===== src/rtl/uart_rx_os.sv =====
// Oversampling UART receiver: 5..9 data bits, optional parity, start-glitch rejection; UART_RX_MAJORITY_EN adds 2-of-3 voting at sample points.
// Latency: rx_rdy rises ~CLKS_PER_BIT*(DATA_BITS+PARITY_EN+1)+HALF+3 clk after the start edge.
// Backpressure: none; rx_data/flags are held until the next frame overwrites them.
module uart_rx_os #(
    parameter int CLKS_PER_BIT = 16,
    parameter int DATA_BITS    = 8,
    parameter int PARITY_EN    = 0,
    parameter int PARITY_ODD   = 0
) (
    input  logic                 clk,
    input  logic                 rst_n,
    input  logic                 rx_in,
    output logic [DATA_BITS-1:0] rx_data,
    output logic                 rx_rdy,
    output logic                 frame_err,
    output logic                 parity_err,
    output logic                 busy
);

    localparam int HALF  = CLKS_PER_BIT / 2;
    localparam int CNT_W = $clog2(CLKS_PER_BIT);
    localparam int IDX_W = $clog2(DATA_BITS);

    localparam logic [CNT_W-1:0] CNT_MID = CNT_W'(HALF - 1);
    localparam logic [CNT_W-1:0] CNT_END = CNT_W'(CLKS_PER_BIT - 1);
    localparam logic [IDX_W-1:0] IDX_END = IDX_W'(DATA_BITS - 1);
    localparam logic             ODD_BIT = (PARITY_ODD != 0);

    typedef enum logic [2:0] {
        IDLE   = 3'd0,
        START  = 3'd1,
        DATA   = 3'd2,
        PARITY = 3'd3,
        STOP   = 3'd4
    } state_t;

    state_t               state;
    logic [CNT_W-1:0]     cnt;
    logic [IDX_W-1:0]     idx;
    logic [DATA_BITS-1:0] shreg;
    logic                 par_bit;
    logic                 rx_m;
    logic                 rx_s;
    logic                 rx_prev;
    logic                 sample_bit;

    // Resetting the synchroniser to 0 means a line held low across reset never looks like a start edge.
    always_ff @(posedge clk or negedge rst_n) begin
        if (!rst_n) begin
            rx_m    <= 1'b0;
            rx_s    <= 1'b0;
            rx_prev <= 1'b0;
        end else begin
            rx_m    <= rx_in;
            rx_s    <= rx_m;
            rx_prev <= rx_s;
        end
    end

`ifdef UART_RX_MAJORITY_EN
    logic       rx_prev2;
    logic [2:0] rx_hist;

    always_ff @(posedge clk or negedge rst_n) begin
        if (!rst_n) begin
            rx_prev2 <= 1'b0;
        end else begin
            rx_prev2 <= rx_prev;
        end
    end

    assign rx_hist    = {rx_prev2, rx_prev, rx_s};
    assign sample_bit = (rx_hist[0] & rx_hist[1]) | (rx_hist[0] & rx_hist[2]) | (rx_hist[1] & rx_hist[2]);
`else
    assign sample_bit = rx_s;
`endif

    always_ff @(posedge clk or negedge rst_n) begin
        if (!rst_n) begin
            state      <= IDLE;
            cnt        <= '0;
            idx        <= '0;
            shreg      <= '0;
            par_bit    <= 1'b0;
            rx_data    <= '0;
            rx_rdy     <= 1'b0;
            frame_err  <= 1'b0;
            parity_err <= 1'b0;
            busy       <= 1'b0;
        end else begin
            rx_rdy <= 1'b0;
            case (state)
                IDLE: begin
                    cnt <= '0;
                    if (rx_prev && !rx_s) begin
                        state <= START;
                        busy  <= 1'b1;
                    end
                end
                START: begin
                    if (cnt == CNT_MID) begin
                        cnt <= '0;
                        if (sample_bit) begin
                            state <= IDLE;
                            busy  <= 1'b0;
                        end else begin
                            idx   <= '0;
                            state <= DATA;
                        end
                    end else begin
                        cnt <= cnt + 1'b1;
                    end
                end
                DATA: begin
                    if (cnt == CNT_END) begin
                        cnt        <= '0;
                        shreg[idx] <= sample_bit;
                        if (idx == IDX_END) begin
                            state <= (PARITY_EN != 0) ? PARITY : STOP;
                        end else begin
                            idx <= idx + 1'b1;
                        end
                    end else begin
                        cnt <= cnt + 1'b1;
                    end
                end
                PARITY: begin
                    if (cnt == CNT_END) begin
                        cnt     <= '0;
                        par_bit <= sample_bit;
                        state   <= STOP;
                    end else begin
                        cnt <= cnt + 1'b1;
                    end
                end
                STOP: begin
                    // Leave at the stop midpoint so a following start edge is never missed.
                    if (cnt == CNT_END) begin
                        cnt        <= '0;
                        rx_data    <= shreg;
                        frame_err  <= ~sample_bit;
                        parity_err <= (PARITY_EN != 0) && ((^shreg ^ par_bit ^ ODD_BIT) != 1'b0);
                        rx_rdy     <= 1'b1;
                        state      <= IDLE;
                        busy       <= 1'b0;
                    end else begin
                        cnt <= cnt + 1'b1;
                    end
                end
                default: begin
                    state <= IDLE;
                    cnt   <= '0;
                    busy  <= 1'b0;
                end
            endcase
        end
    end

endmodule


===== config.mk =====
export PLATFORM = sky130hd
export DESIGN_NAME = uart_rx_os
export DESIGN_NICKNAME = d
export VERILOG_FILES = /design/src/rtl/uart_rx_os.sv
export SDC_FILE = /design/constraint.sdc
export NUM_CORES = 1
export LEC_CHECK = 0
export CAP_MARGIN = 10
export CORE_ASPECT_RATIO = 0.75
export CORE_UTILIZATION = 30
export DETAILED_ROUTE_END_ITERATION = 8
export GPL_ROUTABILITY_DRIVEN = 0
export GPL_TIMING_DRIVEN = 0
export PLACE_DENSITY = 0.45
export SYNTH_ARGS = -nofsm -noshare
export SYNTH_HDL_FRONTEND = slang
export SYNTH_SLANG_ARGS = --single-unit

===== constraint.sdc =====
create_clock -name clk -period 1.9 [get_ports clk]
set_input_delay 0.38 -clock clk [delete_from_list [all_inputs] [get_ports clk]]
set_output_delay 0.38 -clock clk [all_outputs]
set_load 0.1 [all_outputs]

==> flow_summary.toml, run 1 <==
[run_status]
run_status = "complete, no violations"

[sta]
skew_ns = 0.00638
final.hold.worst_slack_ns = 0.145
period_share = 0.977
fmax_mhz = 539
rsz0062_at_grt = "false"
period_needed_ns = 1.86
worst_slew_pin_slew_ns = 0.954
worst_slew_margin_relative_to_its_limit = 0.367
final_max_slew_viol_count = 0
report.final.setup_viol = 0
final-hold-violation-count = 0

[global_routing]
grt_max_degree = 33
total_routing_usage_reported_by_global_routing = 0.120
grt_pass1_wl_um = 4250
number_of_antenna_violations_at_the_first_check_in_global_routing = 0
first_global_vias = 917
globalRouteOverflowTotal = 0

[setup_path]
cp_cell_sequence = "dlygate4sd2_1"
startpoint_type = "register"
worst_path_largest_cell_delay_ns = 0.85
buf_inv_on_cp = 1
worstPathRequired_ns = 1.52
worstSetupEndpointType = "output port"
cpLargestDelayFamily = "buffers and inverters"
worstPathArrival_ns = 1.48
worstPathMaxFanout = 2
worst-setup-path-type = "register to output port"
worst_path_max_delay_cell = "sky130_fd_sc_hd__dlygate4sd2_1"

[synth]
synth_fp_nets = 123
synthArstFlopShare = 1.00
synth-seq-area-share = 0.555
postSynthAreaPerCell_sq_um = 12.3
syn_area_sq_um = 1440
synthDominantAreaCellType = "sky130_fd_sc_hd__dfrtp_1"
most_repeated_cell_in_the_gate_level_netlist_after_synthesis = "sky130_fd_sc_hd__dfrtp_1"
netlist_instances = 117
synth_top_cells_by_area = "sky130_fd_sc_hd__dfrtp_1, sky130_fd_sc_hd__mux2_2, sky130_fd_sc_hd__ha_1, sky130_fd_sc_hd__nor2_1, sky130_fd_sc_hd__nand3_1"
synth_edf_count = 0
postSynth.topFlopCell = "sky130_fd_sc_hd__dfrtp_1"
synth-seq-cells = 32
synth_top_cells_by_count = "sky130_fd_sc_hd__dfrtp_1, sky130_fd_sc_hd__mux2_2, sky130_fd_sc_hd__nor2_1"
yosys_warnings = 0
netlist.area_leader.share = 0.555
post_synth_num_cell_types = 32

[route]
drc_errors = 0
initialDrtViolationCount = 41
via_count = 908
drt-wirelength-per-cell_um = 13.0
detail_route.vias_per_cell = 4.66
drt_first_pass_iters = 2
postRouteWirelength_um = 2530
detail-route-antenna-nets = 0

[cts]
cts_tree = "built"
cts.sinks = 32
clock_path_buffers = 2
clk_pin_slew_ns = 0.07
tritoncts.num_buffers = 5
ctsHtreeMaxLevel = 2
insertion_delay_ns = 0.29
cts_post_setup_buffers_inserted = 0
cts.root.buffer_cell = "sky130_fd_sc_hd__clkbuf_8"

[floorplanning]
coreArea_sq_um = 4550
floorplan.io_pins = 15
die-area_sq_um = 5090
initial_utilization = 0.317
placementRows = 21
die_height_um = 62.1
die_x_um = 82.1

[pwr]
p_per_area_nw_per_um2 = 1040
vdd.ir_drop.worst_uv = 331
p_leak_nw = 0.818

[worst_hold_path]
min-delay-path-class = "input port to asynchronous set/reset pin"

[final_layout]
sequential_cell_area_sq_um = 802
layout-drive-gt1-share = 0.268
post_layout_nonfiller_instances = 195
multi_input_comb_area_sq_um = 609
area.growth.synth_to_final_pct = 20.4
diodes = 0
fillers = 453
fin_util = 0.382
final_net_count = 143

[place]
numPlacedInstances = 187
buffer_ports.inserted = 13
dp.final_hpwl_um = 1710

[run]
drv.max_cap_violation_count = 0
layout by cell type, fill, tap and decap left out, drive strengths merged, types with 3 or more instances in the layout:
cell type and count:
clkdlybuf4s15 8, nand3 6, o21ai 4, nor2 9, ha 3, nand2 7
buf 5, a21oi 3, clkbuf 9, nor2b 4, dfrtp 32, mux2 17
power breakdown:
part / internal, mW / switching [mW]
Combinational: 0.157 / 0.275
Sequential: 0.757 / 0.0772
Clock: 0.289 / 0.252
Total: 1.20 / 0.605
timing repair:
item	in CTS	in global routing
hold buffers	0	0
resized for setup	11	13
setup endpoints to repair	11	13
layout make-up:
type	count	area share
Sequential cell	32	0.462
Inverter	2	0.00432
Tap cell	57	0.0411
Timing Repair Buffer	13	0.0677
Clock inverter	2	0.00576
Buffer	6	0.0209
Multi-Input combinational cell	77	0.351
Clock buffer	6	0.0476
final timing paths:
check | startpoint | end | slack [ns] | cells after the start
max | rx_data[7] | rx_data[7] | 0.04 | 1
min | rst_n | state[1] | 0.15 | 1
max reg2reg | cnt[0] | rx_data[2] | 0.15 | 5
min reg2reg | rx_m | rx_s | 0.35 | 0
max in group asynchronous | rst_n | idx[0] | 1.26 | 1
min in group clk | rx_m | rx_s | 0.35 | 0
through the flow:
step	power (mW)	setup WS [ns]	area, sq um	setup TNS (ns)
final	1.81	0.0436	1740	0
after global routing	1.92	0.000899	1740	0
after CTS	1.83	0.00995	1720	0
after detailed placement	1.29	0.0430	1640	0
after global placement	1.28	-0.209	1640	-6.61
after floorplan	1.19	0.250	1440	0
sequential cells by signal, summed over array words and instances, names as in the netlist:
register and flops:
cnt 4, shreg 8, frame_err 1, idx 3, rx_s 1, rx_data 8, rx_rdy 1, rx_m 1
rx_prev 1, busy 1, state 3
logic make-up after synthesis:
| family | synth area share |
|---|---|
| adder cells (fa/ha/maj) | 0.0260 |
| other | 0.00260 |
| flip-flops | 0.555 |
| buffers and inverters | 0.0286 |
| XOR/XNOR | 0.0243 |
| AND/OR/NAND/NOR | 0.160 |
| multiplexers | 0.135 |
| AO/OA/AOI/OAI | 0.0676 |
metal layers:
layer,vias up,global-route usage,part of all wire
met5,-,0,0
met4,0,0.0727,0.020
met3,9,0.0409,0.043
met2,14,0.166,0.41
met1,434,0.161,0.53
li1,451,-,-
Note: power is estimated with default switching activity, not from simulation.
==> run 2: changes to the inputs <==
Settings changed: CORE_MARGIN set to 2.
==> run 2 against run 1 <==
Effect of this change:
- global-route usage is 0.77 points lower
- sequential cell count unchanged
- sequential share of layout area grew 0.23 points
- highest routed layer unchanged
- clock skew down 0.0012 ns
- combinational power barely moved
- register-to-register slack worse by 0.02 ns
- fmax is 0.15% lower
- cell count stayed put
- hold slack improved by 0.0032 ns
- power fell by 0.96%
- via count is 0.99% higher
- clock power down 3%
- largest cell class unchanged
==> flow_summary.toml, run 2 (synthesized netlist as in run 1, its figures left out) <==
[floorplanning]
coreArea_sq_um = 4550
die_x_um = 84.1
die-area_sq_um = 5390
initial_utilization = 0.317
die_height_um = 64.1
placementRows = 21
floorplan.io_pins = 15

[sta]
period_share = 0.978
period_needed_ns = 1.86
fmax_mhz = 538
report.final.setup_viol = 0
worst_slew_pin_slew_ns = 0.959
final-hold-violation-count = 0
final.hold.worst_slack_ns = 0.148
final_max_slew_viol_count = 0
worst_slew_margin_relative_to_its_limit = 0.363
skew_ns = 0.00515
rsz0062_at_grt = "false"

[final_layout]
area.growth.synth_to_final_pct = 19.6
layout-drive-gt1-share = 0.254
layout.cells.most_common_list = "sky130_fd_sc_hd__dfrtp_1, sky130_fd_sc_hd__mux2_2, sky130_fd_sc_hd__nor2_1"
most_common_library_cell_in_the_layout_ignoring_fill_and_taps = "sky130_fd_sc_hd__dfrtp_1"
sequential_cell_area_sq_um = 801
diodes = 0
fillers = 460
final_net_count = 143
layout_top_registers = "rx_data x8, shreg x8, cnt x4"
multi_input_comb_area_sq_um = 609
post_layout_nonfiller_instances = 195

[setup_path]
path_depth = 1
worst_r2r_endpoint = "idx[0]"
worst_path_max_delay_cell = "sky130_fd_sc_hd__dlygate4sd2_1"
timing.reg2reg.setup_slack_ns = 0.13
startpoint_type = "register"
worstPathArrival_ns = 1.48
cpLargestDelayFamily = "buffers and inverters"
worstSetupEndpointType = "output port"
buf_inv_on_cp = 1
worst-setup-path-type = "register to output port"
worstPathRequired_ns = 1.52
worst_path_largest_cell_delay_ns = 0.85
r2r-start = "idx[0]"
worstPathMaxFanout = 2
cp_cell_sequence = "dlygate4sd2_1"
startpoint = "rx_data[7]"
reg2regPathDepth = 5

[route]
detail_route.vias_per_cell = 4.70
drt_first_pass_iters = 4
detail-route-antenna-nets = 0
postRouteWirelength_um = 2470
via_count = 917
drc_errors = 0
drt-wirelength-per-cell_um = 12.7
initialDrtViolationCount = 40

[pwr]
p_per_area_nw_per_um2 = 1040
vdd.ir_drop.worst_uv = 342
p_leak_nw = 0.822

[cts]
clk_pin_slew_ns = 0.06
insertion_delay_ns = 0.28
cts.root.buffer_cell = "sky130_fd_sc_hd__clkbuf_8"
cts.sinks = 32
cts_tree = "built"
tritoncts.num_buffers = 5
ctsHtreeMaxLevel = 2
clock_path_buffers = 2
cts_post_setup_buffers_inserted = 0

[place]
dp.final_hpwl_um = 1770
buffer_ports.inserted = 13
numPlacedInstances = 187

[global_routing]
first_global_vias = 976
globalRouteOverflowTotal = 0
grt_pass1_wl_um = 4590
number_of_antenna_violations_at_the_first_check_in_global_routing = 0
total_routing_usage_reported_by_global_routing = 0.112
grt_max_degree = 33

[worst_hold_path]
min-delay-path-class = "input port to asynchronous set/reset pin"

[run]
drv.max_cap_violation_count = 0

[run_status]
run_status = "complete, no violations"
-- run 2: changes by cell type in the layout (fill, tap and decap cells not counted), sizes merged --
cell | previous run | this run
clkdlybuf4s15 | 8 | 5
clkbuf | 9 | 12
clkinv | 2 | 0
dlygate4sd2 | 2 | 4
-- run 2: worst max-delay path by stage --
stage,slack (ns),endpoint
after floorplan,0.25,idx[0]
final,0.04,rx_data[7]
after CTS,0.02,rx_data[2]
after global placement,-0.20,rx_rdy
after detailed placement,0.03,busy
after global routing,0.001,frame_err
-- run 2: through the flow --
stage	area, sq um	util	total power [mW]	setup TNS (ns)	setup WS, ns
floorplan	1440	-	1.19	0	0.250
global placement	1640	0.362	1.28	-6.30	-0.198
detailed placement	1640	0.361	1.29	0	0.0334
CTS	1720	0.378	1.83	0	0.0204
global route	1730	0.380	1.93	0	0.000954
finish	1730	0.380	1.79	0	0.0409
-- run 2: cell type report --
class                   instances  share of cell area
flip-flops and latches         32               0.464
well taps                      57              0.0413
plain buffers                   6              0.0210
multi-input cells              77               0.353
clock buffers                   8              0.0522
inverters                       2             0.00435
repair buffers                 13              0.0638
-- run 2: metal layers --
| metal | track usage | up-vias | part of all wire |
|---|---|---|---|
| met2 | 0.163 | 14 | 0.44 |
| met3 | 0.0426 | 5 | 0.043 |
| li1 | - | 449 | - |
| met5 | 0 | - | 0 |
| met4 | 0.0544 | 0 | 0.015 |
| met1 | 0.147 | 449 | 0.50 |
-- run 2: what timing repair did --
item | 4_1_cts | 5_1_grt
hold buffers | 0 | 0
hold endpoints to repair | 0 | 0
resized for setup | 12 | 10
endpoints found under the setup margin | 11 | 11
-- run 2: report_power, final --
part / internal [mW] / switching (mW)
combinational: 0.157 / 0.275
sequential: 0.757 / 0.0772
clock: 0.295 / 0.229
total: 1.21 / 0.581
==> run 3: changes to the inputs <==
Settings changed: DONT_BUFFER_PORTS set to 1, PLACE_DENSITY 0.45 to 0.41.
==> run 3 against run 2 <==
Effect of this change:
- critical path depth rose by 4
- via count down 2.9%
- sequential share of layout area increased by 2.2 points
- worst setup slack gained 0.085 ns
- clock-buffer cell count shrank 2
- die area unchanged
- largest cell class unchanged
- final area decreased by 4.4%
==> flow_summary.toml, run 3 (synthesized netlist as in run 1, its figures left out) <==
[setup_path]
worst_r2r_endpoint = "rx_data[1]"
startpoint_type = "register"
worst_path_largest_cell_delay_ns = 0.40
worstPathMaxFanout = 10
buf_inv_on_cp = 1
worstPathRequired_ns = 2.07
cp_cell_sequence = "ha_1 > and3_1 > nand3_1 > clkbuf_4 > mux2_2"
worstSetupEndpointType = "register"
r2r-start = "cnt[0]"
cpLargestDelayFamily = "flip-flops"
worst_path_max_delay_cell = "sky130_fd_sc_hd__dfrtp_1"
timing.reg2reg.setup_slack_ns = 0.13
worstPathArrival_ns = 1.95
reg2regPathDepth = 5
worst-setup-path-type = "register to register"

[global_routing]
first_global_vias = 920
globalRouteOverflowTotal = 0
total_routing_usage_reported_by_global_routing = 0.110
grt_max_degree = 33
number_of_antenna_violations_at_the_first_check_in_global_routing = 0
grt_pass1_wl_um = 4450

[sta]
finalSetupTns_ns = 0
rsz0062_at_grt = "false"
final_max_slew_viol_count = 0
worst_slew_pin_slew_ns = 0.936
period_share = 0.934
worst_slew_margin_relative_to_its_limit = 0.376
fmax_mhz = 564
report.final.setup_viol = 0
final-hold-violation-count = 0
period_needed_ns = 1.77
skew_ns = 0.00491

[run]
drv.max_cap_violation_count = 0

[final_layout]
layout.cells.most_common_list = "sky130_fd_sc_hd__dfrtp_1, sky130_fd_sc_hd__mux2_2, sky130_fd_sc_hd__nor2_1"
diodes = 0
layout_top_registers = "rx_data x8, shreg x8, cnt x4"
fillers = 464
final_net_count = 132
area.growth.synth_to_final_pct = 14.3
most_common_library_cell_in_the_layout_ignoring_fill_and_taps = "sky130_fd_sc_hd__dfrtp_1"
post_layout_nonfiller_instances = 184
layout-drive-gt1-share = 0.283

[worst_hold_path]
worst_hold_path.num_cells = 0
timing.hold.worst.start = "rx_in"
min-delay-path-class = "input port to register"
hold_end = "rx_m"

[run_status]
run_status = "complete, no violations"

[place]
dp.final_hpwl_um = 1720
buffer_ports.inserted = 0
numPlacedInstances = 174

[pwr]
vdd.ir_drop.worst_uv = 386
p_per_area_nw_per_um2 = 1100
p_leak_nw = 0.767

[cts]
cts.root.buffer_cell = "sky130_fd_sc_hd__clkbuf_8"
tritoncts.num_buffers = 5
cts_tree = "built"
ctsHtreeMaxLevel = 2
clock_path_buffers = 2
insertion_delay_ns = 0.29
clk_pin_slew_ns = 0.07
cts.sinks = 32

[floorplanning]
coreArea_sq_um = 4550
die-area_sq_um = 5390
placementRows = 21
initial_utilization = 0.317
die_x_um = 84.1
die_height_um = 64.1
floorplan.io_pins = 15

[route]
drt_first_pass_iters = 4
postRouteWirelength_um = 2560
detail_route.vias_per_cell = 4.84
via_count = 890
detail-route-antenna-nets = 0
drt-wirelength-per-cell_um = 13.9
initialDrtViolationCount = 29
drc_errors = 0
==> run 3: metal layers <==
metal  vias up  part of all wire  track usage
met5         -                 0            0
met4         0             0.015       0.0403
met3         6             0.069       0.0594
met2        17              0.40        0.138
met1       436              0.52        0.155
li1        431                 -            -
==> run 3: worst max path at each step <==
stage                 from          to  slack, ns  depth (start not counted)
global route        idx[0]      idx[0]       0.04                          5
finish              cnt[0]  rx_data[1]       0.13                          5
CTS                 idx[0]      idx[0]       0.04                          5
global placement    idx[0]      idx[0]       0.05                          5
floorplan           idx[0]      idx[0]       0.25                          5
detailed placement  idx[0]      idx[0]       0.06                          5
==> run 3: area by class of cell <==
class / count / area [sq um] / share of cell area
Buffer: 6 / 36.3 / 0.0220
Inverter: 2 / 7.51 / 0.00455
Timing Repair Buffer: 2 / 30.0 / 0.0182
Multi-Input combinational cell: 77 / 609 / 0.369
Sequential cell: 32 / 802 / 0.486
Tap cell: 57 / 71.3 / 0.0432
Clock inverter: 2 / 10.0 / 0.00607
Clock buffer: 6 / 82.6 / 0.0501
==> run 3: power by group <==
group / switching (mW) / total, mW / internal, mW
sequential: 0.156 / 0.911 / 0.755
combinational: 0.197 / 0.350 / 0.154
clock: 0.257 / 0.546 / 0.289
total: 0.609 / 1.81 / 1.20
==> run 3: what timing repair did <==
action                                  CTS  global route
endpoints found under the hold margin    32             0
endpoints found under the setup margin    0             7
buffers inserted                          0             0
hold buffers                              2             0
resized for setup                         0             3
==> run 3: worst reg2reg max path, stage by stage, from the launching register on <==
cell	delay (ns)
sky130_fd_sc_hd__dfrtp_1	0.40
sky130_fd_sc_hd__ha_1	0.28
sky130_fd_sc_hd__and3_1	0.25
sky130_fd_sc_hd__nand3_1	0.12
sky130_fd_sc_hd__clkbuf_4	0.25
sky130_fd_sc_hd__mux2_2	0.36
==> run 3: stage by stage <==
step                       util  hold WS [ns]  setup slack (ns)  cell area (sq um)  power [mW]
after floorplan               -        0.0844             0.250               1440        1.19
after global placement    0.333        0.0853            0.0511               1510        1.25
after detailed placement  0.333        0.0857            0.0560               1510        1.25
after CTS                 0.360         0.111            0.0357               1640        1.83
after global routing      0.363        0.0927            0.0436               1650        1.94
final                     0.363         0.118             0.126               1650        1.81
